--- src/rtl/pe_feeder.sv ---
// pe_feeder: sequences A/B buffer reads into the my_pe processing element so that
// each follow-on MAC issues in the exact cycle the PE returns its previous partial
// sum, then captures the final dot product behind a valid/ready result port.
//
// Ports:
//   aclk, aresetn           clock, synchronous active-low reset
//   start, busy, err        run control / status (err is sticky until next start)
//   a_addr/a_rdata          A-buffer read port (1-cycle read latency)
//   b_addr/b_rdata          B-buffer read port (1-cycle read latency)
//   pe_ain, pe_din          registered PE operands
//   pe_term, pe_valid       PE control (pe_valid is combinational in WAIT)
//   pe_dvalid, pe_dout      PE result return
//   res_valid/res_data/res_ready  dot-product result handshake
module pe_feeder #(
    parameter int unsigned VEC_LEN = 16,
    parameter int unsigned ADDR_W  = 4
) (
    input  logic              aclk,
    input  logic              aresetn,
    input  logic              start,
    output logic              busy,
    output logic              err,
    output logic [ADDR_W-1:0] a_addr,
    input  logic [7:0]        a_rdata,
    output logic [ADDR_W-1:0] b_addr,
    input  logic [7:0]        b_rdata,
    output logic [7:0]        pe_ain,
    output logic [7:0]        pe_din,
    output logic              pe_term,
    output logic              pe_valid,
    input  logic              pe_dvalid,
    input  logic [31:0]       pe_dout,
    output logic              res_valid,
    output logic [31:0]       res_data,
    input  logic              res_ready
);

    localparam int unsigned        CNT_W    = ADDR_W + 1;
    localparam logic [ADDR_W-1:0]  LAST_IDX = ADDR_W'(VEC_LEN - 1);
    localparam logic [CNT_W-1:0]   LAST_EXT = CNT_W'(VEC_LEN - 1);
    localparam logic               HAS_PF   = 1'(VEC_LEN > 1);

    typedef enum logic [2:0] {
        S_IDLE,
        S_RD,
        S_LD,
        S_ISSUE,
        S_WAIT,
        S_OUT
    } state_t;

    state_t             r_state;
    state_t             w_next;
    logic [ADDR_W-1:0]  r_addr;
    logic [ADDR_W-1:0]  r_idx;
    logic               r_op_rdy;
    logic               r_pf1;
    logic               r_pf2;
    logic               r_err;
    logic               r_busy;
    logic               r_term;
    logic               r_res_valid;
    logic [7:0]         r_ain;
    logic [7:0]         r_din;
    logic [31:0]        r_res_data;

    logic               w_start_acc;
    logic               w_issue;
    logic               w_abort;
    logic               w_capture;
    logic               w_pf_set;
    logic [CNT_W-1:0]   w_idx_p2;

    // Address two elements ahead of the one in flight; extra bit avoids wrap.
    assign w_idx_p2 = CNT_W'(r_idx) + CNT_W'(2);

    // State register
    always_ff @(posedge aclk) begin
        if (!aresetn) begin
            r_state <= S_IDLE;
        end else begin
            r_state <= w_next;
        end
    end

    // Next-state and per-cycle decisions
    always_comb begin
        w_next      = r_state;
        w_start_acc = 1'b0;
        w_issue     = 1'b0;
        w_abort     = 1'b0;
        w_capture   = 1'b0;
        case (r_state)
            S_IDLE: begin
                if (start) begin
                    w_start_acc = 1'b1;
                    w_next      = S_RD;
                end
            end
            S_RD:    w_next = S_LD;
            S_LD:    w_next = S_ISSUE;
            S_ISSUE: w_next = S_WAIT;
            S_WAIT: begin
                if (pe_dvalid) begin
                    if (r_idx == LAST_IDX) begin
                        w_capture = 1'b1;
                        w_next    = S_OUT;
                    end else if (r_op_rdy) begin
                        w_issue = 1'b1;
                    end else begin
                        w_abort = 1'b1;
                        w_next  = S_IDLE;
                    end
                end
            end
            S_OUT: begin
                if (res_ready) begin
                    w_next = S_IDLE;
                end
            end
            default: w_next = S_IDLE;
        endcase
    end

    // A prefetch starts whenever the read address moves forward.
    assign w_pf_set = ((r_state == S_ISSUE) && HAS_PF) ||
                      (w_issue && (w_idx_p2 <= LAST_EXT));

    // Datapath and registered status
    always_ff @(posedge aclk) begin
        if (!aresetn) begin
            r_addr      <= '0;
            r_idx       <= '0;
            r_op_rdy    <= 1'b0;
            r_pf1       <= 1'b0;
            r_pf2       <= 1'b0;
            r_err       <= 1'b0;
            r_busy      <= 1'b0;
            r_term      <= 1'b0;
            r_res_valid <= 1'b0;
            r_ain       <= '0;
            r_din       <= '0;
            r_res_data  <= '0;
        end else begin
            r_busy      <= (w_next != S_IDLE);
            r_term      <= (w_next == S_ISSUE);
            r_res_valid <= (w_next == S_OUT);
            r_pf1       <= w_pf_set;
            r_pf2       <= r_pf1;

            if (w_start_acc) begin
                r_addr <= '0;
                r_idx  <= '0;
                r_err  <= 1'b0;
            end

            if (r_state == S_LD) begin
                r_ain <= a_rdata;
                r_din <= b_rdata;
            end

            if (r_state == S_ISSUE) begin
                r_op_rdy <= 1'b0;
                if (HAS_PF) begin
                    r_addr <= ADDR_W'(1);
                end
            end

            // Prefetched data lands two cycles after the address moved.
            if (r_pf2 && (r_state == S_WAIT)) begin
                r_ain    <= a_rdata;
                r_din    <= b_rdata;
                r_op_rdy <= 1'b1;
            end

            if (w_issue) begin
                r_idx    <= r_idx + ADDR_W'(1);
                r_op_rdy <= 1'b0;
                if (w_idx_p2 <= LAST_EXT) begin
                    r_addr <= w_idx_p2[ADDR_W-1:0];
                end
            end

            if (w_abort) begin
                r_err <= 1'b1;
            end

            if (w_capture) begin
                r_res_data <= pe_dout;
            end
        end
    end

    // Follow-on MACs issue in the same cycle the partial sum returns.
    assign pe_valid  = r_term | w_issue;
    assign pe_term   = r_term;
    assign pe_ain    = r_ain;
    assign pe_din    = r_din;
    assign a_addr    = r_addr;
    assign b_addr    = r_addr;
    assign busy      = r_busy;
    assign err       = r_err;
    assign res_valid = r_res_valid;
    assign res_data  = r_res_data;

endmodule

--- config.mk ---
export PLATFORM = sky130hd
export DESIGN_NAME = pe_feeder
export DESIGN_NICKNAME = d
export VERILOG_FILES = /design/src/rtl/pe_feeder.sv
export SDC_FILE = /design/constraint.sdc
export NUM_CORES = 1
export LEC_CHECK = 0
export CAP_MARGIN = 20
export CORE_MARGIN = 2
export CORE_UTILIZATION = 35
export CTS_CLUSTER_DIAMETER = 100
export DETAILED_ROUTE_END_ITERATION = 8
export HOLD_SLACK_MARGIN = 0.15
export PLACE_DENSITY = 0.68
export SLEW_MARGIN = 20
export SYNTH_ARGS = -nofsm -noshare
export SYNTH_HDL_FRONTEND = slang
export SYNTH_SLANG_ARGS = --single-unit
--- constraint.sdc ---
create_clock -name aclk -period 4.2 [get_ports aclk]
set_clock_uncertainty 0.15 [all_clocks]
set_input_delay 0.84 -clock aclk [delete_from_list [all_inputs] [get_ports aclk]]
set_output_delay 0.84 -clock aclk [all_outputs]
set_load 0.02 [all_outputs]
==> flow_summary.json, run 1 <==
{
  "seqCellArea_um2": 1320,
  "n_antenna_cell": 0,
  "synth-seq-area-share_pct": 49.4,
  "fin_crit_ns": 3.50,
  "finalHoldViolCount": 0,
  "synthArstFlopShare_pct": 0,
  "wl_met2_mm": 2.91,
  "start_util_pct": 36.5,
  "wl_met1_mm": 3.03,
  "dp.cells": 491,
  "worstPathArrival_ns": 2.51,
  "dp_hpwl_mm": 4.53,
  "fmax_ghz": 0.286,
  "finalCritPeriodShare_pct": 83.4,
  "drc": 0,
  "synth_ff_type": "dfxtp_1",
  "yosys_warnings": 0,
  "pre_cts_ws_ns": 0.698,
  "end_kind": "primary output",
  "whs_ns": 0.305,
  "wl_per_cell_um": 13.0,
  "synth-edff-count": 0,
  "power_density_nw_per_um2": 325,
  "setup_viol": 0,
  "fin_ws_ns": 0.699,
  "crit_type": "primary input to primary output",
  "final_area_um2": 3960,
  "layout-drive-gt1-share_pct": 6.62,
  "wirelength_mm": 6.62,
  "avgSynthCellArea_um2": 8.89,
  "route.met3.wl_um": 563,
  "setup_tns_ns": 0,
  "netlist_area_um2": 2680,
  "highest_layer": "met4",
  "htreeDepth": 3,
  "yosysMostFrequentCell": "nand2_1",
  "worstMarginPinSlew_ns": 0.713,
  "numCtsBuffers": 9,
  "synth_area_leaders": "dfxtp_1 (49%), nand2_1 (10%), mux2i_1 (7.5%), a21oi_1 (6.4%), nor2_1 (3.4%)",
  "netlist_instances": 301,
  "max-cap-violations": 0,
  "placementRows": 31,
  "grt_pass1_vias": 2271,
  "power_mw": 1.29,
  "cts_buffer_depth": 2,
  "slew_headroom_pct": 52.4,
  "hold_buffers": 0,
  "dr.pass1.iters": 4,
  "drv_slew": 0,
  "finalNonFillerCells": 507,
  "grt_overflow_total": 0,
  "postLayoutCoreUtil_pct": 54.0,
  "die_area_um2": 8360,
  "ys_ff_latch": 66,
  "drtIter0Drc": 68,
  "grt_pass1_wl_mm": 10.5,
  "synth_top_area_share_pct": 49.4,
  "io_buffers": 113,
  "avgViaCountPerCell": 4.62,
  "cts_tree": "yes",
  "clk_latency_ns": 0.33,
  "antenna_left": 0,
  "cts_resized": 0,
  "area_growth_syn_to_layout_pct": 48.0,
  "multi_input_area_um2": 1170,
  "synth.distinct_cells": 40,
  "cts_sinks": 66,
  "root_buffer": "clkbuf_8",
  "syn_nets": 358,
  "place.gp.congestion": 0.829,
  "core_area_um2": 7330,
  "nNetsFinal": 460,
  "post_cts_buffers": 0,
  "outcome": "finished, final reports clean",
  "die_h_um": 91.4,
  "rsz0062_at_grt": "false",
  "max-vdd-ir-drop_mv": 0.192,
  "chipWidth_um": 91.4,
  "yosys.area.top_type": "dfxtp_1",
  "clk_pin_slew_ns": 0.07,
  "antenna_found_initial": 0,
  "p_leak_nw": 1.42,
  "crit_fanout": 6,
  "critPathRequiredTime_ns": 3.21,
  "fillers": 665,
  "boundaryPins": 114,
  "grt_max_degree": 35,
  "crit_path_start_kind": "primary input",
  "dpl_cell_area_um2": 3790,
  "min_path_type": "flip-flop to flip-flop",
  "gr-usage-all-layers_pct": 15.9,
  "yosys-top-cells-count": "nand2_1 (74), dfxtp_1 (66), a21oi_1 (34)",
  "vias": 2341
}
[cell usage in the layout, fill, tap and decap left out, types with 3 or more instances in the layout]
cell type / count
a21oi_1: 34
a31oi_1: 3
buf_4: 3
clkbuf_8: 10
clkdlybuf4s50_1: 113
clkinv_2: 3
dfxtp_1: 66
ha_1: 4
inv_1: 6
mux2i_1: 20
nand2_1: 74
nand2b_1: 6
nand3_1: 5
nor2_1: 24
o21ai_0: 5
[state kept, by name (all words and copies together) (netlist names)]
register and cells:
err 1, res_data 32, pe_ain 8, r_idx 4, pe_din 8, r_op_rdy 1, pe_term 1, r_pf1 1
r_state 3, busy 1, r_pf2 1, a_addr 4, res_valid 1
[final cells by class]
cell class / count / share of cell area [%]
Clock buffer: 11 / 3.57
Clock inverter: 5 / 0.758
Inverter: 6 / 0.569
Multi-Input combinational cell: 204 / 29.5
Sequential cell: 66 / 33.4
Tap cell: 99 / 3.13
Timing Repair Buffer: 116 / 29.1
[where the power goes]
| part | switching, mW | internal [mW] |
|---|---|---|
| Clock | 0.236 | 0.227 |
| Sequential | 0.0142 | 0.642 |
| Combinational | 0.0703 | 0.0954 |
| Total | 0.321 | 0.965 |
[critical path, stage by stage]
cell and delay (ns):
clkdlybuf4s50_1 0.47, and4bb_4 0.27, nand3_1 0.18, nand2b_1 0.13, clkdlybuf4s50_1 0.62
[kinds of logic after synthesis]
family                     synth area share, %
buffers and inverters                     7.06
AOI/OAI and AO/OA                         12.1
adders and majority gates                 1.87
muxes                                     7.90
xor gates and xnor gates                 0.655
DFF                                       49.4
and+or+nand+nor                           21.1
[worst paths after layout]
path | startpoint | to | slack [ns] | cells after the start
setup / recovery | pe_dvalid | pe_valid | 0.70 | 5
hold / removal | res_data[10] | res_data[10] | 0.31 | 2
setup reg to reg | r_idx[0] | busy | 2.22 | 6
hold reg to reg | res_data[10] | res_data[10] | 0.31 | 2
[per-layer routing]
layer	up-vias	track usage, %
li1	1196	-
met1	1046	19.7
met2	92	24.1
met3	7	5.48
met4	0	8.59
met5	-	0
Note: power is estimated with default switching activity, not from simulation.
==> run 2, diff against run 1 <==
- clock period: 4.2 -> 3.3 ns (I/O delays scaled with it)
==> run 2 against run 1 <==
Compared with the run above:
- count of clock-buffer cells in the layout increased by 1
- register-to-register slack got worse by 1.2 ns
- sequential power increased by 27%
- flip-flop and latch count unchanged
- die area unchanged
- sequential share of layout area decreased by 0.32 points
- clock power increased by 36%
- global-route usage decreased by 0.12 points
- critical path type unchanged
==> flow_summary.json, run 2 (synthesis results as in run 1) <==
{
  "n_antenna_cell": 0,
  "nNetsFinal": 461,
  "wirelength_mm": 6.52,
  "wl_per_cell_um": 12.8,
  "dp.cells": 492,
  "drv_slew": 0,
  "worstMarginPinSlew_ns": 0.686,
  "min_path_type": "flip-flop to flip-flop",
  "finalNonFillerCells": 508,
  "area_growth_syn_to_layout_pct": 49.5,
  "layout-drive-gt1-share_pct": 7.09,
  "dp_hpwl_mm": 4.44,
  "placementRows": 31,
  "die_area_um2": 8360,
  "io_buffers": 113,
  "grt_overflow_total": 0,
  "root_buffer": "clkbuf_8",
  "cts_sinks": 66,
  "die_h_um": 91.4,
  "dr.pass1.iters": 4,
  "p_leak_nw": 1.44,
  "whs_ns": 0.291,
  "final_common_cell": "clkdlybuf4s50_1",
  "multi_input_area_um2": 1170,
  "largest_register_ffs": 32,
  "setup_tns_ns": 0,
  "max-vdd-ir-drop_mv": 0.294,
  "place.gp.congestion": 0.837,
  "core_area_um2": 7330,
  "dpl_cell_area_um2": 3810,
  "grt_pass1_vias": 2323,
  "drtIter0Drc": 75,
  "cts_buffer_depth": 2,
  "critPathRequiredTime_ns": 2.49,
  "finalHoldViolCount": 0,
  "outcome": "finished, final reports clean",
  "numCtsBuffers": 9,
  "chipWidth_um": 91.4,
  "power_mw": 1.68,
  "crit_path_start_kind": "primary input",
  "cts_resized": 0,
  "slew_headroom_pct": 54.2,
  "start_util_pct": 36.5,
  "avgViaCountPerCell": 4.60,
  "clk_latency_ns": 0.33,
  "final_cell_mix": "clkdlybuf4s50_1 (113), nand2_1 (74), dfxtp_1 (66)",
  "clk_pin_slew_ns": 0.07,
  "boundaryPins": 114,
  "final_area_um2": 4000,
  "htreeDepth": 3,
  "drc": 0,
  "antenna_left": 0,
  "grt_pass1_wl_mm": 10.7,
  "cts_tree": "yes",
  "gr-usage-all-layers_pct": 15.8,
  "vias": 2339,
  "fmax_ghz": 0.329,
  "power_density_nw_per_um2": 420,
  "seqCellArea_um2": 1320,
  "crit_fanout": 6,
  "fillers": 667,
  "end_kind": "primary output",
  "hold_buffers": 0,
  "finalCritPeriodShare_pct": 92.2,
  "rsz0062_at_grt": "false",
  "max-cap-violations": 0,
  "antenna_found_initial": 0,
  "crit_type": "primary input to primary output",
  "fin_crit_ns": 3.04,
  "grt_max_degree": 56,
  "setup_viol": 0,
  "post_cts_buffers": 0,
  "worstPathArrival_ns": 2.23
}
## run 2: path summary, 6_finish.rpt
path | start | to | slack, ns | depth (start not counted)
min reg2reg | r_pf1 | r_pf2 | 0.29 | 1
min | r_pf1 | r_pf2 | 0.29 | 1
max reg2reg | r_idx[0] | res_data[22] | 1.05 | 6
max | pe_dvalid | pe_valid | 0.26 | 5
## run 2: layout make-up
cell class / instances / share of cell area [%]
flip-flops and latches: 66 / 33.0
repair buffers: 117 / 29.3
multi-input cells: 204 / 29.2
clock buffers: 12 / 4.13
well taps: 99 / 3.10
clock inverters: 4 / 0.626
inverters: 6 / 0.563
## run 2: power breakdown
part           leakage, nW  internal, mW  switching (mW)
registers            0.533         0.817          0.0180
clock network       0.0944         0.331           0.301
logic                0.811         0.123          0.0893
## run 2: through the flow
| stage | util [%] | worst slack, ns |
|---|---|---|
| 6_report | 54.6 | 0.257 |
| 5_1_grt | 54.6 | 0.171 |
| 4_1_cts | 54.6 | 0.255 |
| 3_5_place_dp | 52.0 | 0.268 |
| 3_3_place_gp | 52.0 | 0.285 |
| 2_1_floorplan | - | 1.23 |
## run 2: critical path, cell delays in order
cell and delay [ns]:
clkdlybuf4s50_1 0.48, and4bb_4 0.28, nand3_1 0.11, nand2b_1 0.09
clkdlybuf4s50_1 0.62
## run 2: per-layer routing
layer / vias up / global-route usage [%] / part of all wire (%) / routed length [um]
li1: 1196 / - / - / -
met1: 1028 / 18.7 / 45 / 2920
met2: 107 / 25.2 / 44 / 2870
met3: 8 / 5.81 / 9.7 / 634
met4: 0 / 7.32 / 1.4 / 94
met5: - / 0 / 0 / 0
